### config.mk
export PLATFORM = sky130hd
export DESIGN_NAME = key_press_conditioner_flat
export DESIGN_NICKNAME = d
export VERILOG_FILES = /design/src/rtl/key_press_conditioner_if.sv /design/src/rtl/key_press_conditioner.sv /design/src/flat_wrapper.sv
export SDC_FILE = /design/constraint.sdc
export NUM_CORES = 1
export LEC_CHECK = 0
export CAP_MARGIN = 20
export CELL_PAD_IN_SITES_DETAIL_PLACEMENT = 2
export CELL_PAD_IN_SITES_GLOBAL_PLACEMENT = 2
export CORE_UTILIZATION = 40
export DETAILED_ROUTE_END_ITERATION = 10
export PLACE_DENSITY_LB_ADDON = 0.1
export REMOVE_ABC_BUFFERS = 1
export SLEW_MARGIN = 40
export SYNTH_ARGS = -nofsm -noshare
export SYNTH_HDL_FRONTEND = slang
export SYNTH_SLANG_ARGS = --single-unit
### constraint.sdc
create_clock -name iClock -period 10.05 [get_ports iClock]
set_input_delay 2.5125 -clock iClock [delete_from_list [all_inputs] [get_ports iClock]]
set_output_delay 2.5125 -clock iClock [all_outputs]
set_load 0.03 [all_outputs]
### src/rtl/key_press_conditioner_if.sv
// rtl/key_press_conditioner_if.sv - player-input bundle between the game datapath and the key conditioner
interface key_press_conditioner_if;
    logic       iEnable;
    logic [3:0] iKey;
    logic       oPress;
    logic [1:0] oKeyId;
    logic       oMulti;
    logic [3:0] oKeysDown;
    logic       oArmed;

    modport master (
        output iEnable,
        output iKey,
        input  oPress,
        input  oKeyId,
        input  oMulti,
        input  oKeysDown,
        input  oArmed
    );

    modport slave (
        input  iEnable,
        input  iKey,
        output oPress,
        output oKeyId,
        output oMulti,
        output oKeysDown,
        output oArmed
    );
endinterface

### src/rtl/key_press_conditioner.sv
// rtl/key_press_conditioner.sv - synchronises and debounces four push-buttons into single press events
module key_press_conditioner #(
    parameter int DEBOUNCE_CYCLES = 500000,
    parameter int CNT_W           = 19,
    parameter bit KEY_ACTIVE_LOW  = 1'b1
) (
    input  logic                    iClock,
    input  logic                    iReset,
    key_press_conditioner_if.slave  bus
);
    localparam logic [3:0]       RELEASED_RAW = KEY_ACTIVE_LOW ? 4'hF : 4'h0;
    localparam logic [CNT_W-1:0] CNT_LAST     = CNT_W'(DEBOUNCE_CYCLES - 1);

    typedef enum logic [1:0] {
        S_DISARMED,
        S_WAIT_RELEASE,
        S_ARMED,
        S_HELD
    } state_t;

    logic [3:0]       r_sync1;
    logic [3:0]       r_sync2;
    logic [3:0]       r_db;
    logic [3:0]       r_db_prev;
    logic [CNT_W-1:0] r_cnt [4];
    state_t           r_state;
    logic             r_press;
    logic             r_multi;
    logic [1:0]       r_key_id;

    logic [3:0]       w_s;
    logic [3:0]       w_rise;
    logic [2:0]       w_rise_cnt;
    logic [1:0]       w_rise_idx;
    state_t           w_state_nxt;
    logic             w_press_nxt;
    logic             w_multi_nxt;
    logic [1:0]       w_key_id_nxt;

    always_ff @(posedge iClock or posedge iReset) begin
        if (iReset) begin
            r_sync1 <= RELEASED_RAW;
            r_sync2 <= RELEASED_RAW;
        end else begin
            r_sync1 <= bus.iKey;
            r_sync2 <= r_sync1;
        end
    end

    assign w_s = KEY_ACTIVE_LOW ? ~r_sync2 : r_sync2;

    // A level is accepted only after it has differed from db for DEBOUNCE_CYCLES consecutive edges.
    always_ff @(posedge iClock or posedge iReset) begin
        if (iReset) begin
            r_db      <= 4'h0;
            r_db_prev <= 4'h0;
            for (int k = 0; k < 4; k++) r_cnt[k] <= '0;
        end else begin
            r_db_prev <= r_db;
            for (int k = 0; k < 4; k++) begin
                if (w_s[k] == r_db[k]) begin
                    r_cnt[k] <= '0;
                end else if (r_cnt[k] == CNT_LAST) begin
                    r_db[k]  <= w_s[k];
                    r_cnt[k] <= '0;
                end else begin
                    r_cnt[k] <= r_cnt[k] + CNT_W'(1);
                end
            end
        end
    end

    assign w_rise     = r_db & ~r_db_prev;
    assign w_rise_cnt = {2'b00, w_rise[0]} + {2'b00, w_rise[1]}
                      + {2'b00, w_rise[2]} + {2'b00, w_rise[3]};

    always_comb begin
        w_rise_idx = 2'd0;
        for (int i = 0; i < 4; i++) begin
            if (w_rise[i]) w_rise_idx = 2'(i);
        end
    end

    always_comb begin
        w_state_nxt  = r_state;
        w_press_nxt  = 1'b0;
        w_multi_nxt  = 1'b0;
        w_key_id_nxt = r_key_id;
        if (!bus.iEnable) begin
            w_state_nxt = S_DISARMED;
        end else begin
            case (r_state)
                S_DISARMED: w_state_nxt = S_WAIT_RELEASE;
                S_WAIT_RELEASE: begin
                    if (r_db == 4'h0) w_state_nxt = S_ARMED;
                end
                S_ARMED: begin
                    if (w_rise_cnt == 3'd1) begin
                        w_press_nxt  = 1'b1;
                        w_key_id_nxt = w_rise_idx;
                        w_state_nxt  = S_HELD;
                    end else if (w_rise_cnt >= 3'd2) begin
                        w_multi_nxt = 1'b1;
                        w_state_nxt = S_WAIT_RELEASE;
                    end
                end
                S_HELD: begin
                    if (r_db == 4'h0) w_state_nxt = S_ARMED;
                end
                default: w_state_nxt = S_DISARMED;
            endcase
        end
    end

    always_ff @(posedge iClock or posedge iReset) begin
        if (iReset) begin
            r_state  <= S_DISARMED;
            r_press  <= 1'b0;
            r_multi  <= 1'b0;
            r_key_id <= 2'd0;
        end else begin
            r_state  <= w_state_nxt;
            r_press  <= w_press_nxt;
            r_multi  <= w_multi_nxt;
            r_key_id <= w_key_id_nxt;
        end
    end

    assign bus.oPress    = r_press;
    assign bus.oMulti    = r_multi;
    assign bus.oKeyId    = r_key_id;
    assign bus.oKeysDown = r_db;
    assign bus.oArmed    = (r_state == S_ARMED);
endmodule

### src/flat_wrapper.sv
// flat-port wrapper written by rule: the top's interface ports become plain ports
module key_press_conditioner_flat 
#(
    parameter int DEBOUNCE_CYCLES = 500000,
    parameter int CNT_W           = 19,
    parameter bit KEY_ACTIVE_LOW  = 1'b1
)
  (iClock, iReset, bus_iEnable, bus_iKey, bus_oPress, bus_oKeyId, bus_oMulti, bus_oKeysDown, bus_oArmed);
  key_press_conditioner_if bus_i ();
  input  logic iClock;
  input  logic iReset;
  input wire logic [$bits(bus_i.iEnable)-1:0] bus_iEnable;
  input wire logic [$bits(bus_i.iKey)-1:0] bus_iKey;
  output wire logic [$bits(bus_i.oPress)-1:0] bus_oPress;
  output wire logic [$bits(bus_i.oKeyId)-1:0] bus_oKeyId;
  output wire logic [$bits(bus_i.oMulti)-1:0] bus_oMulti;
  output wire logic [$bits(bus_i.oKeysDown)-1:0] bus_oKeysDown;
  output wire logic [$bits(bus_i.oArmed)-1:0] bus_oArmed;
  assign bus_i.iEnable = bus_iEnable;
  assign bus_i.iKey = bus_iKey;
  assign bus_oPress = bus_i.oPress;
  assign bus_oKeyId = bus_i.oKeyId;
  assign bus_oMulti = bus_i.oMulti;
  assign bus_oKeysDown = bus_i.oKeysDown;
  assign bus_oArmed = bus_i.oArmed;
  key_press_conditioner #(.DEBOUNCE_CYCLES(DEBOUNCE_CYCLES), .CNT_W(CNT_W), .KEY_ACTIVE_LOW(KEY_ACTIVE_LOW)) u_core (.iClock(iClock), .iReset(iReset), .bus(bus_i));
endmodule
# Yosys cells after proc, flatten, opt, wreduce, memory -nomap -nowiden
# Index checks and enable logic that the tools add are counted.
[totals] regBits=98 in_bits=7 out_inout_bits=9 wordCells=76
[op_classes] add_sub_neg=7 magnitude_cmp=1 n_eq_ne=14 n_mux=23 n_bitwise=7 n_reduce_logical=9
[ops] operator="19-bit two-way mux" count=8
[ops] operator="19-bit by 1-bit adder with 19-bit output, second input constant" count=4
[ops] operator="19-bit equality test, second input constant" count=4
[ops] operator="2-bit two-way mux" count=6
[ops] operator="2-bit AND reduction" count=5
[ops] operator="1-bit two-way mux" count=8
[ops] operator="4-bit NOT" count=2
[ops] operator="3-bit by 1-bit adder with 3-bit output" count=2
[ops] operator="2-bit one-hot mux with 3 select lines" count=1
[ops] operator="4-bit bitwise AND" count=1
[ops] operator="1-bit equality test" count=4
[ops] operator="2-bit equality test, second input constant" count=2
[ops] operator="4-bit zero test" count=1
[ops] operator="4-bit by 2-bit inequality test with 1-bit output, second input constant" count=1
[ops] operator="1-bit NOT" count=4
[ops] operator="3-bit by 1-bit equality test with 1-bit output, second input constant" count=1
[ops] operator="3-bit by 2-bit >= comparator with 1-bit output, second input constant" count=1
[ops] operator="3-bit by 2-bit inequality test with 1-bit output, second input constant" count=1
[ops] operator="3-bit AND reduction" count=1
[ops] operator="1-bit by 1-bit adder with 2-bit output" count=1
[ops] operator="2-bit by 1-bit equality test with 1-bit output, second input constant" count=1
[ops] operator="2-bit zero test" count=1
[ops] operator="2-bit OR reduction" count=1

# Longest topological paths before layout
[logic_depth] depth_word=10 depth_mapped=10 mapped_depth_nobuf=10

# Worst setup path before layout
# OpenSTA, ideal clock, no wires.
[synth_path] path_type="reg-to-output" startpoint="register u_core.r_state[1]" endpoint="output bus_oArmed" arrival_time_ns=0.905 required_time_ns=7.537 setup_slack_ns=6.633 stages_incl_launch_ff=2 path_buffers=0 path_cell_list="dfrtp_1 > nor2b_1"
[synth_between] elab_chain_len=1
[synth_rtl] item="start, declared" line="key_press_conditioner.sv:26" source="state_t r_state;"
[synth_rtl] item="start signal, assigned" line="key_press_conditioner.sv:122" source="r_state <= w_state_nxt;"
[synth_rtl] item="2-bit equality test" line="key_press_conditioner.sv:133" source="assign bus.oArmed = (r_state == S_ARMED);"
[synth_rtl] item="end, declared" line="flat_wrapper.sv:18" source="output wire logic [$bits(bus_i.oArmed)-1:0] bus_oArmed;"
# No other way between the ends.

# Worst setup path after layout
# Same ends and word-level chain as after synthesis.

==> metrics.cfg <==
[status]
status=finished clean

[routing]
vias_per_cell=5.58
wire_per_inst_um=17.9
routed-via-count=3518
ant_nets=0
drtIter0Drc=80
first_pass_iters=4
drcViolationCount=0
wl_um=11300

[global_routing]
grt_pass1_wl_um=19000
antenna_found_initial=0
grt_overflow=0
grt_max_degree=35
grt_pass1_vias=3855
grt_util_all_layers=0.207

[sta]
finalCritPeriodShare=0.433
slew_violations=0
min_period_ps=4350
final_hold_viol_count=0
hold_ws_ps=353
fin_skew_ps=9.14
fin_tns_setup_ps=0
rsz0062_at_grt=no
max-slew-margin-rel=0.574
fmax_mhz=230
setup_viol=0
tightestPinTransition_ps=635

[critical_path]
r2r_end=u_core.bus.oKeyId[1]
crit_buf_inv=1
endpoint=bus_oArmed
worstSetupStartpoint=u_core.r_state[1]
max_stage_delay_ps=760
cp_data_required_time_ps=7540
reg2reg_slack_ps=7420
worst-path-stages=2
crit_path_end_kind=output port
crit_path_max_fanout=4
cp_cell_sequence=nor2b_1, clkdlybuf4s50_1
worstPathArrival_ps=1840
slowest_stage=clkdlybuf4s50_1
reg2regPathDepth=7
critPathTopFamily=buffers and inverters
crit_type=flop to output port
start_kind=flop
rr_startpoint=u_core.bus.oKeysDown[0]

[pwr]
leakage_nw=2.09
p_per_area_nw_per_um2=148
power_mw=0.785
vdd_drop_max_mv=0.0866

[placed_design]
hpwl_um=7990
post_dp_cell_area_um2=5020
gp_congestion=0.736
port_buffers=15

[cts]
clkLatencyLatePin_ps=350
clk_pin_slew_ps=70
cts_buffers=9
cts_tree=built
cts_buffer_depth=2
clkSinkCount=98
post_cts_resized=0
ctsHoldBuffers=0
cts_setup_buffers=0
h-tree-depth=3
clockRootBuffer=clkbuf_16

[finish]
drive_above_1_share=0.0779
diodes=0
nets=498
design_area_um2=5310
area_growth_pct=13.6
utilization=0.465

[synthesis]
synth_area_leader_cell=dfrtp_1
syn_inst=460
ys_top_cells_by_area=dfrtp_1 48%, xnor2_1 8.2%, nor2_1 5.1%
syn-cell-area_um2=4680
yosys_register_bits=98
yosysMostFrequentCell=dfrtp_1
synth_commonest_cells=90 x dfrtp_1, 64 x nor2_1, 44 x xnor2_1, 26 x nand2_1, 24 x nand3_1
ys_seq_area_frac=0.527
synth_edf_count=0
syn_area_per_cell_um2=10.2
synth_warnings=0
ys_async_sr_fraction=1.00
ys_types=49
synth-main-ff-cell=dfrtp_1
yosysTopAreaCellShare=0.482

[floorplan]
core_um2=11400
io_pins=16
start_util=0.409
die_w_um=110
dieArea_um2=12100
die_h_um=110
std_cell_rows=39

[worst_hold_path]
whs_path_depth=0
hold_class=flop to flop

[flow_run]
cap_viol_max_count=0

[cell type report]
class                           instances  area, um^2
Timing Repair Buffer                   19         193
Inverter                               23        88.8
Clock buffer                           13         250
Sequential cell                        98        2460
Multi-Input combinational cell        332        2100
Fill cell                            1229        6100
Tap cell                              143         179
Clock inverter                          3        40.0
[cell usage in the layout, fill, tap and decap left out, types with 2 or more instances in the layout]
cell type and instances:
clkbuf_1 3, buf_4 3, nor2b_1 4, o211ai_1 2, o31ai_1 8, ha_1 7, xor2_1 10, nor2_1 64
or4_1 12, dfstp_2 8, inv_1 22, mux2_2 2, nand3_1 24, and4_1 4, clkdlybuf4s50_1 15, nor4_1 11
and3_1 3, nor4b_1 5, or3_1 14, a21oi_1 20, and2_1 6, nand4_1 13, dfrtp_1 90, mux2i_1 2
o21ai_0 18, nor3_1 12, clkbuf_16 9, clkinv_2 2, o21ai_4 2, nand2_1 26, xnor2_1 44
[worst register-to-register path: stages, from the launching register on]
cell	delay, ps
dfrtp_1	450
nor2b_1	260
ha_1	290
fa_1	450
ha_1	250
nor2b_1	200
nand4b_1	280
mux2_2	360
[layer usage]
metal	GRT usage	vias up	share of wire
met5	0	-	0
met4	0.0658	0	0.013
met3	0.0429	10	0.020
met2	0.343	21	0.49
met1	0.272	1821	0.48
li1	-	1666	-
[metrics by stage]
stage,cells,setup WS (ps)
after floorplan,453,4990
after global placement,614,5890
after detailed placement,615,6030
after CTS,631,5730
after global routing,631,5670
final,631,5700
[where the power goes]
| group | switching, mW | internal [mW] | leakage (nW) | total [mW] |
|---|---|---|---|---|
| combinational | 0.0199 | 0.00988 | 0.620 | 0.0298 |
| clock | 0.148 | 0.199 | 0.144 | 0.347 |
| sequential | 0.00598 | 0.402 | 1.33 | 0.408 |
[flip-flops by register name, indices dropped and copies added (netlist names)]
signal	cells
u_core.r_sync1	4
u_core.bus.oPress	1
u_core.r_sync2	4
u_core.r_db_prev	4
u_core.bus.oKeyId	2
u_core.r_cnt	76
u_core.bus.oMulti	1
u_core.r_state	2
u_core.bus.oKeysDown	4
[cells by family (layout without fill, tap and decap cells)]
| kind of cell | after synthesis | in the layout | share of synthesized area |
|---|---|---|---|
| simple gates | 211 | 211 | 0.242 |
| buf+inv | 30 | 58 | 0.0257 |
| mux | 4 | 4 | 0.00910 |
| flops | 98 | 98 | 0.527 |
| compound gates | 55 | 55 | 0.0723 |
| fa+ha+maj | 8 | 8 | 0.0230 |
| xor+xnor | 54 | 54 | 0.101 |
[worst min path at each step]
stage | startpoint | end
after floorplan | u_core.r_sync1[0] | u_core.r_sync2[0]
after global placement | u_core.r_sync1[3] | u_core.r_sync2[3]
after detailed placement | u_core.r_sync1[2] | u_core.r_sync2[2]
after CTS | u_core.r_sync1[1] | u_core.r_sync2[1]
after global routing | u_core.r_sync1[1] | u_core.r_sync2[1]
final | u_core.r_sync1[1] | u_core.r_sync2[1]
Power figures use the tool's default switching activity.
